==> src/rtl/conv_writeback_pkg.sv <==
// -----------------------------------------------------------------------------
// conv_writeback_pkg
//   Shared definitions for the convolution write-back path: default datapath
//   widths, the write-back FSM state encoding and the output saturation
//   limits (the same limits the Accel block clips against).
// -----------------------------------------------------------------------------
package conv_writeback_pkg;

  // Default datapath widths
  localparam int ACC_W_DEF  = 18;  // accumulator / bias width (signed)
  localparam int DATA_W_DEF = 16;  // memory word width (signed result)
  localparam int ADDR_W_DEF = 16;  // memory address width

  // Signed saturation limits for a DATA_W_DEF-bit result
  localparam int SAT_MAX = (2 ** (DATA_W_DEF - 1)) - 1;
  localparam int SAT_MIN = -(2 ** (DATA_W_DEF - 1));

  // Write-back frame sequencer states
  typedef enum logic [1:0] {
    ST_IDLE  = 2'd0,  // waiting for start
    ST_RUN   = 2'd1,  // accepting pixels from the result stream
    ST_DRAIN = 2'd2,  // last pixel taken, final write still pending
    ST_FIN   = 2'd3   // one-cycle done pulse
  } wb_state_e;

endpackage : conv_writeback_pkg

==> src/rtl/wb_bias_relu_sat.sv <==
// -----------------------------------------------------------------------------
// wb_bias_relu_sat
//   Combinational pixel post-processing: adds a signed bias to a signed
//   accumulator value at full precision (one extra bit, cannot overflow),
//   optionally clamps negative sums to zero, then saturates to a signed
//   DATA_W-bit word.
// Ports
//   acc      in   ACC_W   signed accumulator value
//   bias     in   ACC_W   signed bias
//   relu_en  in   1       1 = negative sums become 0
//   pix      out  DATA_W  saturated signed result
// -----------------------------------------------------------------------------
module wb_bias_relu_sat
  import conv_writeback_pkg::*;
#(
  parameter int ACC_W  = ACC_W_DEF,
  parameter int DATA_W = DATA_W_DEF
) (
  input  logic signed [ACC_W-1:0]  acc,
  input  logic signed [ACC_W-1:0]  bias,
  input  logic                     relu_en,
  output logic signed [DATA_W-1:0] pix
);

  localparam int SUM_W = ACC_W + 1;

  // Saturation bounds expressed at sum width so the compare stays signed.
  localparam logic signed [SUM_W-1:0] LIM_MAX =
    {{(SUM_W - DATA_W + 1){1'b0}}, {(DATA_W - 1){1'b1}}};
  localparam logic signed [SUM_W-1:0] LIM_MIN =
    {{(SUM_W - DATA_W + 1){1'b1}}, {(DATA_W - 1){1'b0}}};

  logic signed [SUM_W-1:0] sum;
  logic signed [SUM_W-1:0] clip;

  always_comb begin
    // Explicit sign extension: both operands widened before the add.
    sum  = {acc[ACC_W-1], acc} + {bias[ACC_W-1], bias};
    clip = sum;
    if (relu_en && sum[SUM_W-1]) begin
      clip = '0;
    end

    if (clip > LIM_MAX) begin
      pix = LIM_MAX[DATA_W-1:0];
    end else if (clip < LIM_MIN) begin
      pix = LIM_MIN[DATA_W-1:0];
    end else begin
      pix = clip[DATA_W-1:0];
    end
  end

endmodule : wb_bias_relu_sat

==> src/rtl/conv_writeback.sv <==
// -----------------------------------------------------------------------------
// conv_writeback
//   Output side of the convolution datapath. Takes the Accel result stream
//   (one signed accumulator value per output pixel, raster order), applies
//   bias / optional ReLU / saturation and writes each pixel to memory at
//   consecutive addresses starting from out_memory_offset. done pulses for
//   one cycle once the final write has been accepted by memory.
// Ports
//   clk, rst            clock / asynchronous active-high reset
//   start               1-cycle pulse, accepted only when idle; latches config
//   out_dim             frame side length (out_dim x out_dim pixels)
//   out_memory_offset   address of pixel (0,0)
//   filter_bias         signed bias added to every pixel
//   relu_en             clamp negative sums to 0
//   in_valid/in_data/in_ready      result stream handshake
//   mem_we/mem_addr/mem_wdata/mem_ready  memory write handshake
//   busy                high while a frame is in progress
//   done                1-cycle pulse at frame completion
// -----------------------------------------------------------------------------
module conv_writeback
  import conv_writeback_pkg::*;
#(
  parameter int ACC_W  = ACC_W_DEF,
  parameter int DATA_W = DATA_W_DEF,
  parameter int ADDR_W = ADDR_W_DEF
) (
  input  logic              clk,
  input  logic              rst,
  input  logic              start,
  input  logic [7:0]        out_dim,
  input  logic [ADDR_W-1:0] out_memory_offset,
  input  logic [ACC_W-1:0]  filter_bias,
  input  logic              relu_en,
  input  logic              in_valid,
  input  logic [ACC_W-1:0]  in_data,
  output logic              in_ready,
  output logic              mem_we,
  output logic [ADDR_W-1:0] mem_addr,
  output logic [DATA_W-1:0] mem_wdata,
  input  logic              mem_ready,
  output logic              busy,
  output logic              done
);

  wb_state_e         state_q, state_d;
  logic [7:0]        dim_q, dim_d;
  logic [ACC_W-1:0]  bias_q, bias_d;
  logic              relu_q, relu_d;
  logic [7:0]        col_q, col_d;
  logic [7:0]        row_q, row_d;
  logic [ADDR_W-1:0] addr_q, addr_d;        // address of the next pixel taken
  logic              mem_we_q, mem_we_d;
  logic [ADDR_W-1:0] mem_addr_q, mem_addr_d;
  logic [DATA_W-1:0] mem_wdata_q, mem_wdata_d;

  logic              in_accept;
  logic              wr_accept;
  logic              last_pix;
  logic [7:0]        dim_m1;
  logic [DATA_W-1:0] pix;

  wb_bias_relu_sat #(
    .ACC_W  (ACC_W),
    .DATA_W (DATA_W)
  ) u_bias_relu_sat (
    .acc     (in_data),
    .bias    (bias_q),
    .relu_en (relu_q),
    .pix     (pix)
  );

  // Output register can take a new pixel when empty or emptying this cycle.
  assign in_ready  = (state_q == ST_RUN) && (!mem_we_q || mem_ready);
  assign in_accept = in_valid && in_ready;
  assign wr_accept = mem_we_q && mem_ready;
  assign dim_m1    = dim_q - 8'd1;
  assign last_pix  = (col_q == dim_m1) && (row_q == dim_m1);

  assign mem_we    = mem_we_q;
  assign mem_addr  = mem_addr_q;
  assign mem_wdata = mem_wdata_q;
  assign busy      = (state_q == ST_RUN) || (state_q == ST_DRAIN);
  assign done      = (state_q == ST_FIN);

  always_comb begin
    // NOTE: every signal gets its hold value first so no path can infer a latch.
    state_d     = state_q;
    dim_d       = dim_q;
    bias_d      = bias_q;
    relu_d      = relu_q;
    col_d       = col_q;
    row_d       = row_q;
    addr_d      = addr_q;
    mem_we_d    = mem_we_q;
    mem_addr_d  = mem_addr_q;
    mem_wdata_d = mem_wdata_q;

    unique case (state_q)
      ST_IDLE: begin
        if (start) begin
          dim_d   = out_dim;
          bias_d  = filter_bias;
          relu_d  = relu_en;
          col_d   = '0;
          row_d   = '0;
          addr_d  = out_memory_offset;
          state_d = (out_dim != 8'd0) ? ST_RUN : ST_FIN;
        end
      end
      ST_RUN: begin
        if (in_accept) begin
          // Address walks linearly; wraps naturally at 2^ADDR_W.
          addr_d = addr_q + ADDR_W'(1);
          if (col_q == dim_m1) begin
            col_d = '0;
            row_d = row_q + 8'd1;
          end else begin
            col_d = col_q + 8'd1;
          end
          if (last_pix) begin
            state_d = ST_DRAIN;
          end
        end
      end
      ST_DRAIN: begin
        if (wr_accept) begin
          state_d = ST_FIN;
        end
      end
      ST_FIN: begin
        state_d = ST_IDLE;
      end
      default: state_d = ST_IDLE;
    endcase

    // Output register: a new pixel takes priority, so a simultaneous write
    // accept and pixel accept keeps mem_we high with the new contents.
    if (in_accept) begin
      mem_we_d    = 1'b1;
      mem_addr_d  = addr_q;
      mem_wdata_d = pix;
    end else if (wr_accept) begin
      mem_we_d    = 1'b0;
    end
  end

  // NOTE: state registers use non-blocking assignments so every flop samples
  // pre-edge values regardless of process evaluation order.
  always_ff @(posedge clk or posedge rst) begin
    if (rst) begin
      state_q     <= ST_IDLE;
      dim_q       <= '0;
      bias_q      <= '0;
      relu_q      <= 1'b0;
      col_q       <= '0;
      row_q       <= '0;
      addr_q      <= '0;
      mem_we_q    <= 1'b0;
      mem_addr_q  <= '0;
      mem_wdata_q <= '0;
    end else begin
      state_q     <= state_d;
      dim_q       <= dim_d;
      bias_q      <= bias_d;
      relu_q      <= relu_d;
      col_q       <= col_d;
      row_q       <= row_d;
      addr_q      <= addr_d;
      mem_we_q    <= mem_we_d;
      mem_addr_q  <= mem_addr_d;
      mem_wdata_q <= mem_wdata_d;
    end
  end

endmodule : conv_writeback

==> config.mk <==
export PLATFORM = sky130hd
export DESIGN_NAME = conv_writeback
export DESIGN_NICKNAME = d
export VERILOG_FILES = /design/src/rtl/conv_writeback_pkg.sv /design/src/rtl/wb_bias_relu_sat.sv /design/src/rtl/conv_writeback.sv
export SDC_FILE = /design/constraint.sdc
export NUM_CORES = 1
export LEC_CHECK = 0
export CORE_ASPECT_RATIO = 1.2
export CORE_MARGIN = 2
export CORE_UTILIZATION = 53
export CTS_CLUSTER_SIZE = 28
export DETAILED_ROUTE_END_ITERATION = 7
export PLACE_DENSITY_LB_ADDON = 0.3
export SYNTH_ARGS = -nofsm -noshare
export SYNTH_HDL_FRONTEND = slang
export SYNTH_SLANG_ARGS = --single-unit
==> constraint.sdc <==
create_clock -name clk -period 3.7 [get_ports clk]
set_input_delay 0.74 -clock clk [delete_from_list [all_inputs] [get_ports clk]]
set_output_delay 0.74 -clock clk [all_outputs]
set_load 0.1 [all_outputs]
# == Word level (Yosys, flattened, before mapping) ==
# Cells that the tools add are included.
# word_totals
ff_bits,94
inputBits,66
output_inout_bits,36
elab_cells,64
# op_classes
n_addsub,5
n_lt_le_gt_ge,2
n_eq_ne,10
muxes,21
n_reduce_logical,16
# op_table
operator,n
$mux W16,4
$mux W8,5
$pmux W16 S2,1
$pmux W8 S2,2
$add A18 B18 Y19,1
$gt A19 B16 Y1 const B,1
$lt A19 B16 Y1 const B,1
$mux W19,1
$add A16 B1 Y16 const B,1
$add A8 B1 Y8 const B,2
$eq A8 B8 Y1,2
$mux W2,5
$ne A2 B2 Y1 const B,4
$pmux W2 S4,1
$reduce_and A4 Y1,2
$reduce_bool A8 Y1,1
$sub A8 B1 Y8 const B,1
$logic_and A1 B1 Y1,5
$eq A2 B2 Y1 const B,2
$reduce_bool A2 Y1,2
$reduce_and A3 Y1,1
$eq A2 B1 Y1 const B,1
$logic_not A2 Y1,1
$logic_or A1 B1 Y1,2
other kinds (4),5

# == Logic depth before layout (Yosys ltp) ==
# logic_depth
depth_word,6
mapped_depth,12
depth_no_buf,11

# == Cells and area by module ==
# A second synthesis with hierarchy kept.
# hier_totals
hier_cells,605
hier_area_um2,6075.8
# by_module_without_submodules
module,n_inst,cells_per_inst,area_per_inst_um2,seq_area_each_um2
conv_writeback,1,439,4863.4,2352.3
wb_bias_relu_sat,1,166,1212.4,0.0

# == Least setup slack after synthesis ==
# Ideal clock, no wire load.
# synth_path
path_kind,input to register
startpoint,in in_data[0]
endpoint,"reg mem_wdata_q[1], in the netlist mem_wdata[1]"
setup_time_ps,101
arrival_ps,2885
t_required_ps,3599
setup_slack_ps,714
path_stages,12
n_path_buf,1
path_cell_list,ha_1 inv_1 fa_1 nand2b_1 a21o_1 a21oi_4 a211o_2 o221ai_1 a31oi_1 nor2_1 buf_2 o32ai_1
# synth_between
elab_chain_len,6
word_cells_on_any_way,7
classes_between,add/sub: 1; order compare: 2; mux: 3; reduce/logical: 1
# synth_rtl
element,line_no,rtl
"start, declared",conv_writeback.sv:35,"input logic [ACC_W-1:0] in_data,"
$add A18 B18 Y19 *,wb_bias_relu_sat.sv:38,"sum = {acc[ACC_W-1], acc} + {bias[ACC_W-1], bias};"
$logic_and A1 B1 Y1,wb_bias_relu_sat.sv:40,if (relu_en && sum[SUM_W-1]) begin
$mux W19 *,wb_bias_relu_sat.sv:40,
$lt A19 B16 Y1,wb_bias_relu_sat.sv:46,end else if (clip < LIM_MIN) begin
$mux W16,wb_bias_relu_sat.sv:46,
$mux W16 *,wb_bias_relu_sat.sv:44,if (clip > LIM_MAX) begin
"end signal, assigned",conv_writeback.sv:171,mem_wdata_q <= mem_wdata_d;
"end, declared",conv_writeback.sv:54,"logic [DATA_W-1:0] mem_wdata_q, mem_wdata_d;"
# Every way passes the cells marked *; elsewhere a longest branch is shown, timed or not.
# A chain may end at the register's enable or synchronous reset.

# == Worst setup path in the final report ==
# layout_path
startpoint,in in_data[0]
endpoint,"reg mem_wdata_q[13], in the netlist mem_wdata[13]"
# Same word-level chain as after synthesis.

==> run metrics <==
PwrDens=between 400 and 500 nW/um2; # setup viols final=0; Netlist cell types=roughly 60; most common cell in the netlist=dfrtp_1; max_slew headroom=0.340; CP Capture Type=flop; top sig layer=met4; storage element area=around 2400 um2; Slew Limit Fails=0; synthesized cell area=5580 um2; Req. time, crit path=3.92 ns; Iteration-0 DRC Markers=192; H-tree Lvls=3; Reg2Reg Depth=12; synth top area cells=dfrtp_1, ha_1, nand2_1; commonest cells in the netlist=dfrtp_1, nand2_1, nor2_1, o21ai_0, a21oi_1; Clock Latency Late Sink=0.34 ns; first-pass GRT wire length=approximately 22 mm; chip height=~120 um; RR Endpoint=mem_wdata[13]; post-synth top area cell=dfrtp_1; # Max-Cap Violations=0; pin count of the biggest net entering global routing=56; CTS tree=built; drt drc=0; Post-synth EDFFs=0; met1 wire length=5.40 mm; status=finished, final reports clean; Root Driver=clkbuf_16; Std-Cell Rows=~40; Initial Util=0.538; critical path peak fanout=14; slack of the worst reg-to-reg path=0.71 ns; Num CTS Buffers=9; Max VDD drop=0.484 mV; CTS Sinks=94; initial antenna violation count=0; Max Freq=0.285 GHz; area of the multi-input gates=around 3100 um2; #FFs+latches synth=94; share of the synthesized area in the top cell type=0.422; area delta synth->final=27.1%; synth warn=0; number of routed nets with antenna violations=0; vias in the first global route=about 4700; Layout fillers=slightly above 800; Seq/Total Area, Yosys=0.422; leakage power=3.23 nW; syn nets=671; FFs w/ async S/R, synth=1.00; diodes inserted=0; DP Worst Slack=-0.166 ns; Slew @ Worst Pin=0.990 ns; Final Cycle Share=0.950; CP Launch Type=input pin; hold path cells=1; GR Util All Layers=0.240; die area=between 10000 and 15000 um2; First-pass DRT Iterations=4; final wirelength=13.3 mm; Final Skew=around 0.0086 ns; Hold Crit Class=reg2reg; I/O pin count=a little over 100; Syn Area/Cell=9.66 um2; routability cong.=slightly below 0.9; CP endpoint=mem_wdata[13]; clock buffer depth=2; final worst setup slack=0.186 ns; met2 WL=between 6 and 7 mm; Reg2Reg Launch Point=bias_q[0]; Detail Placement HPWL=9.65 mm; number of buffers added on ports=101; Clock Pin Slew Worst Setup and Hold Paths=around 0.070 ns; crit path from=in_data[0]; critical path class=in2reg; Layout Nets=770; wire per inst=roughly 16 um; Main synth FF type=dfrtp_1; Final min period=3.51 ns; share of post-route cells with drive strength above 1=0.116; via count=roughly 4700; Syn Inst Count=about 580; Worst Path Arrival=3.74 ns; Final Hold Viols=0; met3 wire len=650 um; CORE AREA=10400 um2; overall power=3.36 mW; RSZ-0062 raised after global routing=no; Die Width=approximately 98 um; GRT overflow=0; Via density=5.75
[metal layers]
layer	global-route usage	up-vias
met2	0.433	143
met1	0.290	2233
met3	0.0413	28
li1	-	2254
met4	0.0898	0
met5	0	-
[timing repair]
item	in CTS	in global routing
resized for setup	0	2
buffers inserted	0	1
endpoints found under the setup margin	0	9
hold buffers	0	0
hold endpoints to repair	0	0
[worst min path at each step]
stage / start / end
finish: relu_q / mem_wdata[15]
global route: relu_q / mem_wdata[15]
CTS: relu_q / mem_wdata[15]
detailed placement: mem_addr[0] / mem_addr[0]
global placement: mem_addr[1] / mem_addr[1]
floorplan: relu_q / mem_wdata[15]
[cells in the final DEF (no fill, tap or decap), types with 5 or more instances in the layout]
master and n:
nor2b_1 5, ha_1 27, nand2_1 84, xor2_1 15
nand3_1 20, buf_4 16, nor4_1 6, nand2b_1 6
xnor2_1 27, nor2_1 50, clkbuf_16 9, nor3_1 8
clkdlybuf4s50_1 98, a221o_1 7, and3_1 8, a31oi_1 6
a21oi_1 29, inv_1 10, mux2_2 27, dfrtp_1 94
nand4_1 7, o32ai_1 15, o21ai_0 34, and4_1 5
[layout make-up]
class,count,area share
timing repair buffer,115,0.158
clock inverter,6,0.0164
sequential,94,0.332
multi-input combinational,445,0.431
inverter,11,0.00600
tap,129,0.0228
clock buffer,10,0.0337
[sequential cells by signal, indices dropped and copies added, names as in the netlist]
name       count
bias_q        18
mem_we         1
col_q          8
mem_wdata     16
row_q          8
dim_q          8
mem_addr      16
addr_q        16
state_q        2
relu_q         1
[metrics by stage]
stage	instance area [um2]	setup TNS [ns]	utilization	cells	hold slack, ns
after CTS	7070	0	0.682	809	0.480
after floorplan	5580	0	-	577	0.451
after detailed placement	6710	-2.27	0.648	793	0.462
after global placement	6710	-0.444	0.648	793	0.460
after global routing	7090	0	0.684	810	0.497
final	7090	0	0.684	810	0.477
[worst max-delay path: stages]
cell and delay [ns]:
clkdlybuf4s50_1 0.46, ha_1 0.16, inv_1 0.05, fa_1 0.38, nand2b_1 0.20, a21o_1 0.22
a21oi_4 0.16, a211o_2 0.19, o22ai_2 0.08, xnor2_1 0.42, nor4_4 0.11, buf_4 0.21
o32ai_1 0.34
[power breakdown]
group	internal, mW	total (mW)	switching (mW)	leakage, nW
Sequential	1.14	1.27	0.130	1.21
Combinational	0.327	0.995	0.668	1.84
Clock	0.684	1.09	0.409	0.173
[kinds of logic after synthesis]
kind of cell,after synthesis,synth area share
compound gates,123,0.148
xor+xnor,47,0.0864
fa+ha+maj,28,0.0642
buf+inv,38,0.0337
flops,94,0.422
mux,31,0.0617
simple gates,216,0.184
Note: power is estimated with default switching activity, not from simulation.
